### src/rtl/vx_tma_req_asm.sv
// rtl/vx_tma_req_asm.sv - assembles a TMA request from a five-uop SETUP0/SETUP1/COORD01/COORD23/ISSUE sequence
module vx_tma_req_asm #(
  parameter int WID_WIDTH  = 4,
  parameter int UUID_WIDTH = 44,
  parameter int DESC_W     = 5
) (
  input  logic                  clk,
  input  logic                  reset_n,
  input  logic                  in_valid,
  output logic                  in_ready,
  input  logic [2:0]            in_op,
  input  logic [WID_WIDTH-1:0]  in_wid,
  input  logic [UUID_WIDTH-1:0] in_uuid,
  input  logic [31:0]           in_rs1_data,
  input  logic [31:0]           in_rs2_data,
  output logic                  req_valid,
  input  logic                  req_ready,
  output logic [WID_WIDTH-1:0]  req_wid,
  output logic [UUID_WIDTH-1:0] req_uuid,
  output logic [DESC_W-1:0]     req_desc_id,
  output logic [15:0]           req_bar_addr,
  output logic [15:0]           req_flags,
  output logic [31:0]           req_smem_addr,
  output logic [159:0]          req_coords,
  output logic                  seq_err
);

  localparam logic [2:0] OP_SETUP0  = 3'd0;
  localparam logic [2:0] OP_SETUP1  = 3'd1;
  localparam logic [2:0] OP_COORD01 = 3'd2;
  localparam logic [2:0] OP_COORD23 = 3'd3;
  localparam logic [2:0] OP_ISSUE   = 3'd4;

  typedef enum logic [2:0] {
    S_IDLE, S_GOT_S0, S_GOT_S1, S_GOT_C01, S_GOT_C23, S_HOLD
  } state_t;

  state_t                r_state;
  state_t                w_next;
  logic [2:0]            w_legal_op;
  logic                  w_accept;
  logic                  w_wid_bad;
  logic                  w_viol;
  logic                  w_cap_ok;
  logic                  r_seq_err;
  logic [WID_WIDTH-1:0]  r_wid;
  logic [UUID_WIDTH-1:0] r_uuid;
  logic [DESC_W-1:0]     r_desc_id;
  logic [15:0]           r_bar_addr;
  logic [15:0]           r_flags;
  logic [31:0]           r_smem_addr;
  logic [4:0][31:0]      r_coords;

  always_comb begin
    w_legal_op = OP_SETUP0;
    case (r_state)
      S_GOT_S0:  w_legal_op = OP_SETUP1;
      S_GOT_S1:  w_legal_op = OP_COORD01;
      S_GOT_C01: w_legal_op = OP_COORD23;
      S_GOT_C23: w_legal_op = OP_ISSUE;
      default:   w_legal_op = OP_SETUP0;
    endcase
  end

  assign in_ready  = (r_state != S_HOLD);
  assign w_accept  = in_valid && in_ready;
  // Every uop after SETUP0 must belong to the warp that opened the sequence.
  assign w_wid_bad = (r_state != S_IDLE) && (in_wid != r_wid);
  assign w_viol    = w_accept && ((in_op != w_legal_op) || w_wid_bad);
  assign w_cap_ok  = w_accept && !w_viol;

  always_comb begin
    w_next = r_state;
    if (w_viol) begin
      w_next = (in_op == OP_SETUP0) ? S_GOT_S0 : S_IDLE;
    end else if (w_accept) begin
      case (r_state)
        S_IDLE:    w_next = S_GOT_S0;
        S_GOT_S0:  w_next = S_GOT_S1;
        S_GOT_S1:  w_next = S_GOT_C01;
        S_GOT_C01: w_next = S_GOT_C23;
        S_GOT_C23: w_next = S_HOLD;
        default:   w_next = r_state;
      endcase
    end else if (r_state == S_HOLD && req_ready) begin
      w_next = S_IDLE;
    end
  end

  always_ff @(posedge clk or negedge reset_n) begin
    if (!reset_n) begin
      r_state   <= S_IDLE;
      r_seq_err <= 1'b0;
    end else begin
      r_state   <= w_next;
      r_seq_err <= w_viol;
    end
  end

  // SETUP0 captures whether it is the legal opener or a restart after a violation.
  always_ff @(posedge clk or negedge reset_n) begin
    if (!reset_n) begin
      r_wid       <= '0;
      r_uuid      <= '0;
      r_desc_id   <= '0;
      r_bar_addr  <= '0;
      r_flags     <= '0;
      r_smem_addr <= '0;
      r_coords    <= '0;
    end else begin
      if (w_accept && in_op == OP_SETUP0) begin
        r_desc_id  <= in_rs1_data[DESC_W-1:0];
        r_bar_addr <= in_rs2_data[15:0];
        r_wid      <= in_wid;
        r_uuid     <= in_uuid;
      end
      if (w_cap_ok && in_op == OP_SETUP1) begin
        r_smem_addr <= in_rs1_data;
        r_flags     <= in_rs2_data[31:16];
      end
      if (w_cap_ok && in_op == OP_COORD01) begin
        r_coords[0] <= in_rs1_data;
        r_coords[1] <= in_rs2_data;
      end
      if (w_cap_ok && in_op == OP_COORD23) begin
        r_coords[2] <= in_rs1_data;
        r_coords[3] <= in_rs2_data;
      end
      if (w_cap_ok && in_op == OP_ISSUE) begin
        r_coords[4] <= in_rs1_data;
      end
    end
  end

  assign req_valid     = (r_state == S_HOLD);
  assign seq_err       = r_seq_err;
  assign req_wid       = r_wid;
  assign req_uuid      = r_uuid;
  assign req_desc_id   = r_desc_id;
  assign req_bar_addr  = r_bar_addr;
  assign req_flags     = r_flags;
  assign req_smem_addr = r_smem_addr;
  assign req_coords    = r_coords;

endmodule

### config.mk
export PLATFORM = sky130hd
export DESIGN_NAME = vx_tma_req_asm
export DESIGN_NICKNAME = d
export VERILOG_FILES = /design/src/rtl/vx_tma_req_asm.sv
export SDC_FILE = /design/constraint.sdc
export NUM_CORES = 1
export LEC_CHECK = 0
export BUFFER_PORTS_ARGS = -buffer_cell sky130_fd_sc_hd__buf_2
export CAP_MARGIN = 20
export CELL_PAD_IN_SITES_DETAIL_PLACEMENT = 1
export CELL_PAD_IN_SITES_GLOBAL_PLACEMENT = 1
export CORE_ASPECT_RATIO = 2
export CORE_MARGIN = 2
export CORE_UTILIZATION = 40
export CTS_BUF_LIST = sky130_fd_sc_hd__clkbuf_16
export CTS_CLUSTER_SIZE = 40
export DETAILED_ROUTE_END_ITERATION = 8
export GPL_TIMING_DRIVEN = 0
export PLACE_DENSITY_LB_ADDON = 0.1
export SKIP_LAST_GASP = 1
export SLEW_MARGIN = 30
export SYNTH_ARGS = -nofsm -noshare
export SYNTH_HDL_FRONTEND = slang
export SYNTH_SLANG_ARGS = --single-unit
### constraint.sdc
create_clock -name clk -period 2.9 [get_ports clk]
set_clock_uncertainty 0.05 [all_clocks]
set_input_delay 0.29 -clock clk [delete_from_list [all_inputs] [get_ports clk]]
set_output_delay 0.29 -clock clk [all_outputs]
set_load 0.05 [all_outputs]
==> results of run 1 <==
power groups by stage:
stage               registers, mW  clock network [mW]  logic, mW
CTS                          4.99                3.92       4.67
detailed placement           5.06                   0       4.54
floorplan                    7.63                   0      0.687
global placement             5.02                   0       4.48
finish                       5.00                3.81       4.65
global route                 5.10                4.05       4.82
worst register-to-register path, cell delays in order (launching register included):
cell     delay [ns]
dfrtp_1        0.38
buf_6          0.14
xor2_1         0.16
or4_4          0.52
a22oi_4        0.39
and4_1         0.23
buf_2          0.18
buf_4          0.24
mux2_2         0.36
layer usage:
metal	global-route usage	vias to the layer above
met4	0.0870	2
met5	0	-
li1	-	3321
met3	0.0516	58
met1	0.221	3794
met2	0.429	282
metrics by stage:
step           total power [mW]  instance area [µm²]   util
2_1_floorplan              8.31                10700      -
3_3_place_gp               9.50                13200  0.499
3_5_place_dp               9.60                13300  0.502
4_1_cts                    13.6                15300  0.581
5_1_grt                    14.0                15300  0.581
6_report                   13.5                15300  0.581
registers in the layout (all words and copies together) (netlist names):
name and flops:
req_coords 160, req_uuid 44, req_smem_addr 32, req_bar_addr 16, req_flags 16, req_desc_id 5, req_wid 4, r_state 3
seq_err 1
path summary, 6_finish.rpt:
path                       depth (start not counted)               end
max                                                8   req_coords[133]
min                                                2    req_desc_id[0]
max reg2reg                                        8   req_coords[133]
min reg2reg                                        1   req_coords[110]
max in group asynchronous                          4    req_coords[56]
min in group asynchronous                          2  req_smem_addr[9]
logic make-up after synthesis:
logic type      synth area share
xor+xnor                 0.00490
buf+inv                   0.0245
flops                      0.655
compound gates           0.00921
mux                        0.293
simple gates              0.0136
repair_timing:
action	4_1_cts	5_1_grt
hold buffers	112	0
gates resized for setup	0	0
hold endpoints to repair	460	0
cells in the final DEF, fill, tap and decap left out, types with 2 or more instances in the layout:
cell type / n
xnor2_1: 4
dfrtp_1: 281
mux2_1: 12
nand2_1: 3
a21oi_1: 2
bufinv_16: 7
buf_8: 7
buf_1: 7
clkbuf_16: 27
clkinv_1: 6
nor3_1: 2
dlygate4sd3_1: 112
nor2b_1: 2
buf_6: 5
buf_4: 7
clkinv_2: 3
xor2_1: 2
o21ai_0: 2
mux2_2: 266
o211ai_1: 2
buf_2: 403
inv_1: 5
buf_16: 3
nor2_1: 2
final cells by class:
cell class	count	share of cell area
timing repair buffer	513	0.209
antenna	1	0.000163
tap	344	0.0281
multi-input combinational	317	0.225
buffer	31	0.0167
sequential	281	0.459
inverter	2	0.000490
clock buffer	27	0.0441
clock inverter	21	0.0180
==> impl_metrics.py, run 1 <==
metrics = {
    "status": {
        "status": "complete, no violations",
    },
    "global_route": {
        "antenna_found_initial": 2,
        "grt_overflow": 0,
        "grt.total_usage": 0.221,
        "grt_max_degree": 86,
        "grt_pass1_vias": 8582,
        "grt_pass1_wl_mm": 48.6,
    },
    "setup_path": {
        "crit_type": "register to register",
        "slowest_delay_ns": 0.52,
        "end_kind": "register",
        "reg2reg_from": "r_state[0]",
        "startpoint": "r_state[0]",
        "crit_path_cell_trace": "buf_6 > xor2_1 > or4_4 > a22oi_4 > and4_1 > buf_2 > buf_4 > mux2_2",
        "cp_top_family": "simple AND/OR/NAND/NOR gates",
        "required_ns": 3.26,
        "cp_max_fo": 10,
        "cp-start-kind": "register",
        "r2r_slack_ns": 0.14,
        "slowest_stage": "or4_4",
        "cp.buffers_inverters": 3,
        "cp.arrival_ns": 3.12,
    },
    "floorplan": {
        "coreArea_um2": 26400,
        "die_w_um": 120,
        "die-height_um": 236,
        "die_area_um2": 28200,
        "rows": 84,
        "io_pins": 399,
        "initial_utilization": 0.407,
    },
    "power": {
        "p_switching_mw": 5.30,
        "combPwrFrac": 0.346,
        "pwr-share-seq": 0.371,
        "powerDensity_nw_per_um2": 878,
        "power_switching_share": 0.394,
        "pwr-share-clk": 0.283,
        "p_int_mw": 8.16,
        "ir_drop_mv": 0.564,
        "cellLeakagePower_nw": 8.15,
    },
    "synth": {
        "synth_ff_type": "dfrtp_1",
        "syn_avg_cell_area_um2": 17.0,
        "synthDistinctLibCells": 35,
        "synth_top_area_frac": 0.655,
        "synth_area_um2": 10700,
        "synth_commonest_cells": "dfrtp_1 (281), mux2_2 (266), mux2_1 (12)",
        "async_reset_ff_frac": 1.00,
        "yosysTopAreaCell": "dfrtp_1",
        "synth-seq-area-share": 0.655,
        "synth-edff-count": 0,
        "synth_cells": 631,
        "yosys-top-cells-area": "dfrtp_1 (66%), mux2_2 (28%), mux2_1 (1.3%)",
        "yosys_warnings": 0,
        "ys_seq_elements": 281,
        "syn-num-nets": 750,
        "synth.most_common_cell": "dfrtp_1",
    },
    "routing": {
        "route.detailed.drc": 0,
        "viasPerCell": 4.85,
        "vias": 7457,
        "drtAntennaViolNets": 0,
        "highest_layer": "met5",
        "met2WireLength_mm": 17.7,
        "wl_per_cell_um": 20.4,
        "routed_wl_mm": 31.4,
        "drtIter0Drc": 139,
        "met1_length_mm": 10.5,
        "drt_pass1_iterations": 4,
        "wl_met3_mm": 2.06,
    },
    "sta": {
        "finalSetupViolations": 0,
        "hold_viol_final": 0,
        "fin_crit_sh": 0.952,
        "finalWorstPathRequiredPeriod_ns": 2.76,
        "timing.final.ws_setup_ns": 0.140,
        "fmax_ghz": 0.362,
        "finalMaxSlewViolations": 0,
        "rsz0062_at_grt": "no",
        "tightest_slew_ns": 0.812,
        "finalSetupTns_ns": 0,
        "maxSlewHeadroom": 0.459,
        "holdWs_ns": 0.0318,
    },
    "layout": {
        "seq_area_um2": 7030,
        "fill_cells": 2612,
        "multi_input_area_um2": 3440,
        "finalNetCount": 1291,
        "fin_cells": 1537,
        "syn_to_final_growth_pct": 42.8,
        "final_layout_size_suffix_gt1_frac": 0.617,
    },
    "clock_network": {
        "postCtsSetupRepairBufs": 0,
        "clockRootBuffer": "clkbuf_16",
        "cts_buffer_depth": 3,
        "clkTransAtPathRegs_ns": 0.07,
        "cts.htree.levels": 1,
        "clock_latency_ns": 0.53,
        "clock-sinks": 281,
        "cts_buffers": 26,
        "cts_tree": "done",
    },
    "place": {
        "hpwl_mm": 22.0,
        "dp_cells": 1376,
        "place_ws_ns": 0.146,
        "port_buffers": 398,
        "gp_congestion": 0.749,
    },
    "flow_run": {
        "cap_viol_max_count": 0,
    },
    "worst_hold_path": {
        "hold_class": "input pin to register",
        "hold_path.startpoint": "in_rs1_data[0]",
    },
}
Power figures use the tool's default switching activity.
==> inputs of run 2 (changes only) <==
--- a/config.mk
+++ b/config.mk
@@ -11,7 +11,7 @@
 export CELL_PAD_IN_SITES_GLOBAL_PLACEMENT = 1
 export CORE_ASPECT_RATIO = 2
 export CORE_MARGIN = 2
-export CORE_UTILIZATION = 40
+export CORE_UTILIZATION = 36
 export CTS_BUF_LIST = sky130_fd_sc_hd__clkbuf_16
 export CTS_CLUSTER_SIZE = 40
 export DETAILED_ROUTE_END_ITERATION = 8
==> constraint.sdc (replaced) <==
create_clock -name clk -period 2.36 [get_ports clk]
set_clock_uncertainty 0.05 [all_clocks]
set_input_delay 0.236 -clock clk [delete_from_list [all_inputs] [get_ports clk]]
set_output_delay 0.236 -clock clk [all_outputs]
set_load 0.05 [all_outputs]
==> impl_metrics.py, run 2 (synthesis gave the netlist of run 1 again) <==
metrics = {
    "sta": {
        "fmax_ghz": 0.402,
        "holdWs_ns": 0.0711,
        "finalSetupTns_ns": -14.76,
        "finalWorstPathRequiredPeriod_ns": 2.49,
        "hold_viol_final": 0,
        "fin_crit_sh": 1.06,
        "tightest_slew_ns": 0.582,
        "maxSlewHeadroom": 0.612,
        "finalSetupViolations": 193,
        "rsz0062_at_grt": "yes",
        "timing.final.ws_setup_ns": -0.131,
        "finalMaxSlewViolations": 0,
    },
    "place": {
        "dp_cells": 1396,
        "place_ws_ns": -0.403,
        "hpwl_mm": 22.5,
        "port_buffers": 398,
        "gp_congestion": 0.768,
    },
    "layout": {
        "largest_reg_flops": 160,
        "diodes": 0,
        "final_common_cell": "buf_2",
        "layout_common_cells": "buf_2 (397), dfrtp_1 (280), mux2_2 (235), dlygate4sd3_1 (114), clkbuf_16 (35)",
        "final_layout_size_suffix_gt1_frac": 0.637,
        "syn_to_final_growth_pct": 50.5,
        "finalNetCount": 1328,
        "fin_cells": 1594,
    },
    "floorplan": {
        "initial_utilization": 0.365,
        "die_w_um": 126,
        "coreArea_um2": 29400,
        "die-height_um": 248,
        "rows": 89,
        "io_pins": 399,
        "die_area_um2": 31300,
    },
    "setup_path": {
        "cp_max_fo": 10,
        "cp.arrival_ns": 2.87,
        "slowest_stage": "or4_4",
        "reg2reg_from": "r_state[0]",
        "slowest_delay_ns": 0.44,
        "startpoint": "r_state[0]",
        "crit_cells": 8,
        "cp-start-kind": "register",
        "cp.buffers_inverters": 3,
        "crit_path_cell_trace": "buf_6 > xor2_2 > or4_4 > a22oi_4 > and4b_1 > buf_12 > buf_8 > mux2_2",
        "reg2reg_to": "req_coords[41]",
        "end_kind": "register",
        "r2r_slack_ns": -0.13,
        "crit_type": "register to register",
        "endpoint": "req_coords[41]",
        "required_ns": 2.74,
        "reg2regPathDepth": 8,
        "cp_top_family": "simple AND/OR/NAND/NOR gates",
    },
    "flow_run": {
        "cap_viol_max_count": 0,
    },
    "global_route": {
        "grt_max_degree": 82,
        "grt_pass1_wl_mm": 48.4,
        "grt_pass1_vias": 8320,
        "grt_overflow": 0,
        "grt.total_usage": 0.199,
        "antenna_found_initial": 0,
    },
    "status": {
        "status": "complete, but fails checks",
        "failed_checks": "negative setup slack",
    },
    "routing": {
        "vias": 7592,
        "drtAntennaViolNets": 0,
        "routed_wl_mm": 33.3,
        "drt_pass1_iterations": 4,
        "route.detailed.drc": 0,
        "wl_per_cell_um": 20.9,
        "viasPerCell": 4.76,
        "drtIter0Drc": 189,
    },
    "power": {
        "cellLeakagePower_nw": 8.55,
        "ir_drop_mv": 0.690,
        "powerDensity_nw_per_um2": 1030,
        "power_mw": 16.6,
    },
    "clock_network": {
        "cts_buffer_depth": 3,
        "cts.htree.levels": 1,
        "clockRootBuffer": "clkbuf_16",
        "cts_tree": "done",
        "cts_buffers": 27,
        "clock_latency_ns": 0.55,
        "clkTransAtPathRegs_ns": 0.06,
        "clock-sinks": 281,
    },
    "worst_hold_path": {
        "hold_class": "input pin to register",
    },
}
run 2: cell types whose count changed in the layout (fill, tap and decap cells not counted), sizes merged:
cell	previous run	this run
bufinv	7	6
buf	432	450
dlygate4sd3	112	114
clkinv	9	14
nand4	2	3
diode	1	0
inv	6	4
clkbuf	27	42
run 2: timing repair:
item | CTS | global route
hold buffers | 114 | 0
setup endpoints to repair | 278 | 269
pin swaps | 4 | 4
setup buffers | 11 | 15
hold endpoints to repair | 349 | 0
gates cloned | 2 | 9
resized for setup | 30 | 61
run 2: worst min path at each step:
stage | start | endpoint | cells after the start
6_report | in_valid | r_state[2] | 4
2_1_floorplan | reset_n | r_state[0] | 0
4_1_cts | in_valid | seq_err | 3
5_1_grt | in_valid | r_state[2] | 4
3_3_place_gp | req_coords[132] | req_coords[132] | 1
3_5_place_dp | reset_n | req_coords[79] | 1
run 2: report_power, final:
| group | leakage [nW] | switching, mW | internal (mW) |
|---|---|---|---|
| Combinational | 4.43 | 4.25 | 1.56 |
| Sequential | 3.66 | 0.437 | 5.70 |
| Clock | 0.466 | 1.93 | 2.74 |
| Total | 8.55 | 6.61 | 10.0 |
run 2: layout make-up:
class	instances	area (µm²)
repair buffers	549	3700
clock buffers	27	676
multi-input cells	318	3600
fillers	3017	13200
plain buffers	30	415
well taps	364	455
inverters	2	7.51
flip-flops and latches	281	7030
clock inverters	23	265
run 2: through the flow:
stage          area, µm²   util
3_5_place_dp       13300  0.452
2_1_floorplan      10700      -
3_3_place_gp       13200  0.449
4_1_cts            15600  0.532
5_1_grt            16200  0.550
6_report           16200  0.550
run 2: worst reg2reg max path, stage by stage, from the launching register on:
cell and delay (ns):
dfrtp_1 0.38, buf_6 0.13, xor2_2 0.16, or4_4 0.44, a22oi_4 0.24, and4b_1 0.28, buf_12 0.17, buf_8 0.16
mux2_2 0.35
run 2: per-layer routing:
layer / vias to the layer above / part of all wire / global-route usage
met3: 49 / 0.060 / 0.0460
met1: 3879 / 0.35 / 0.206
met2: 270 / 0.56 / 0.385
met4: 0 / 0.031 / 0.0701
met5: - / 0 / 0
li1: 3394 / - / -
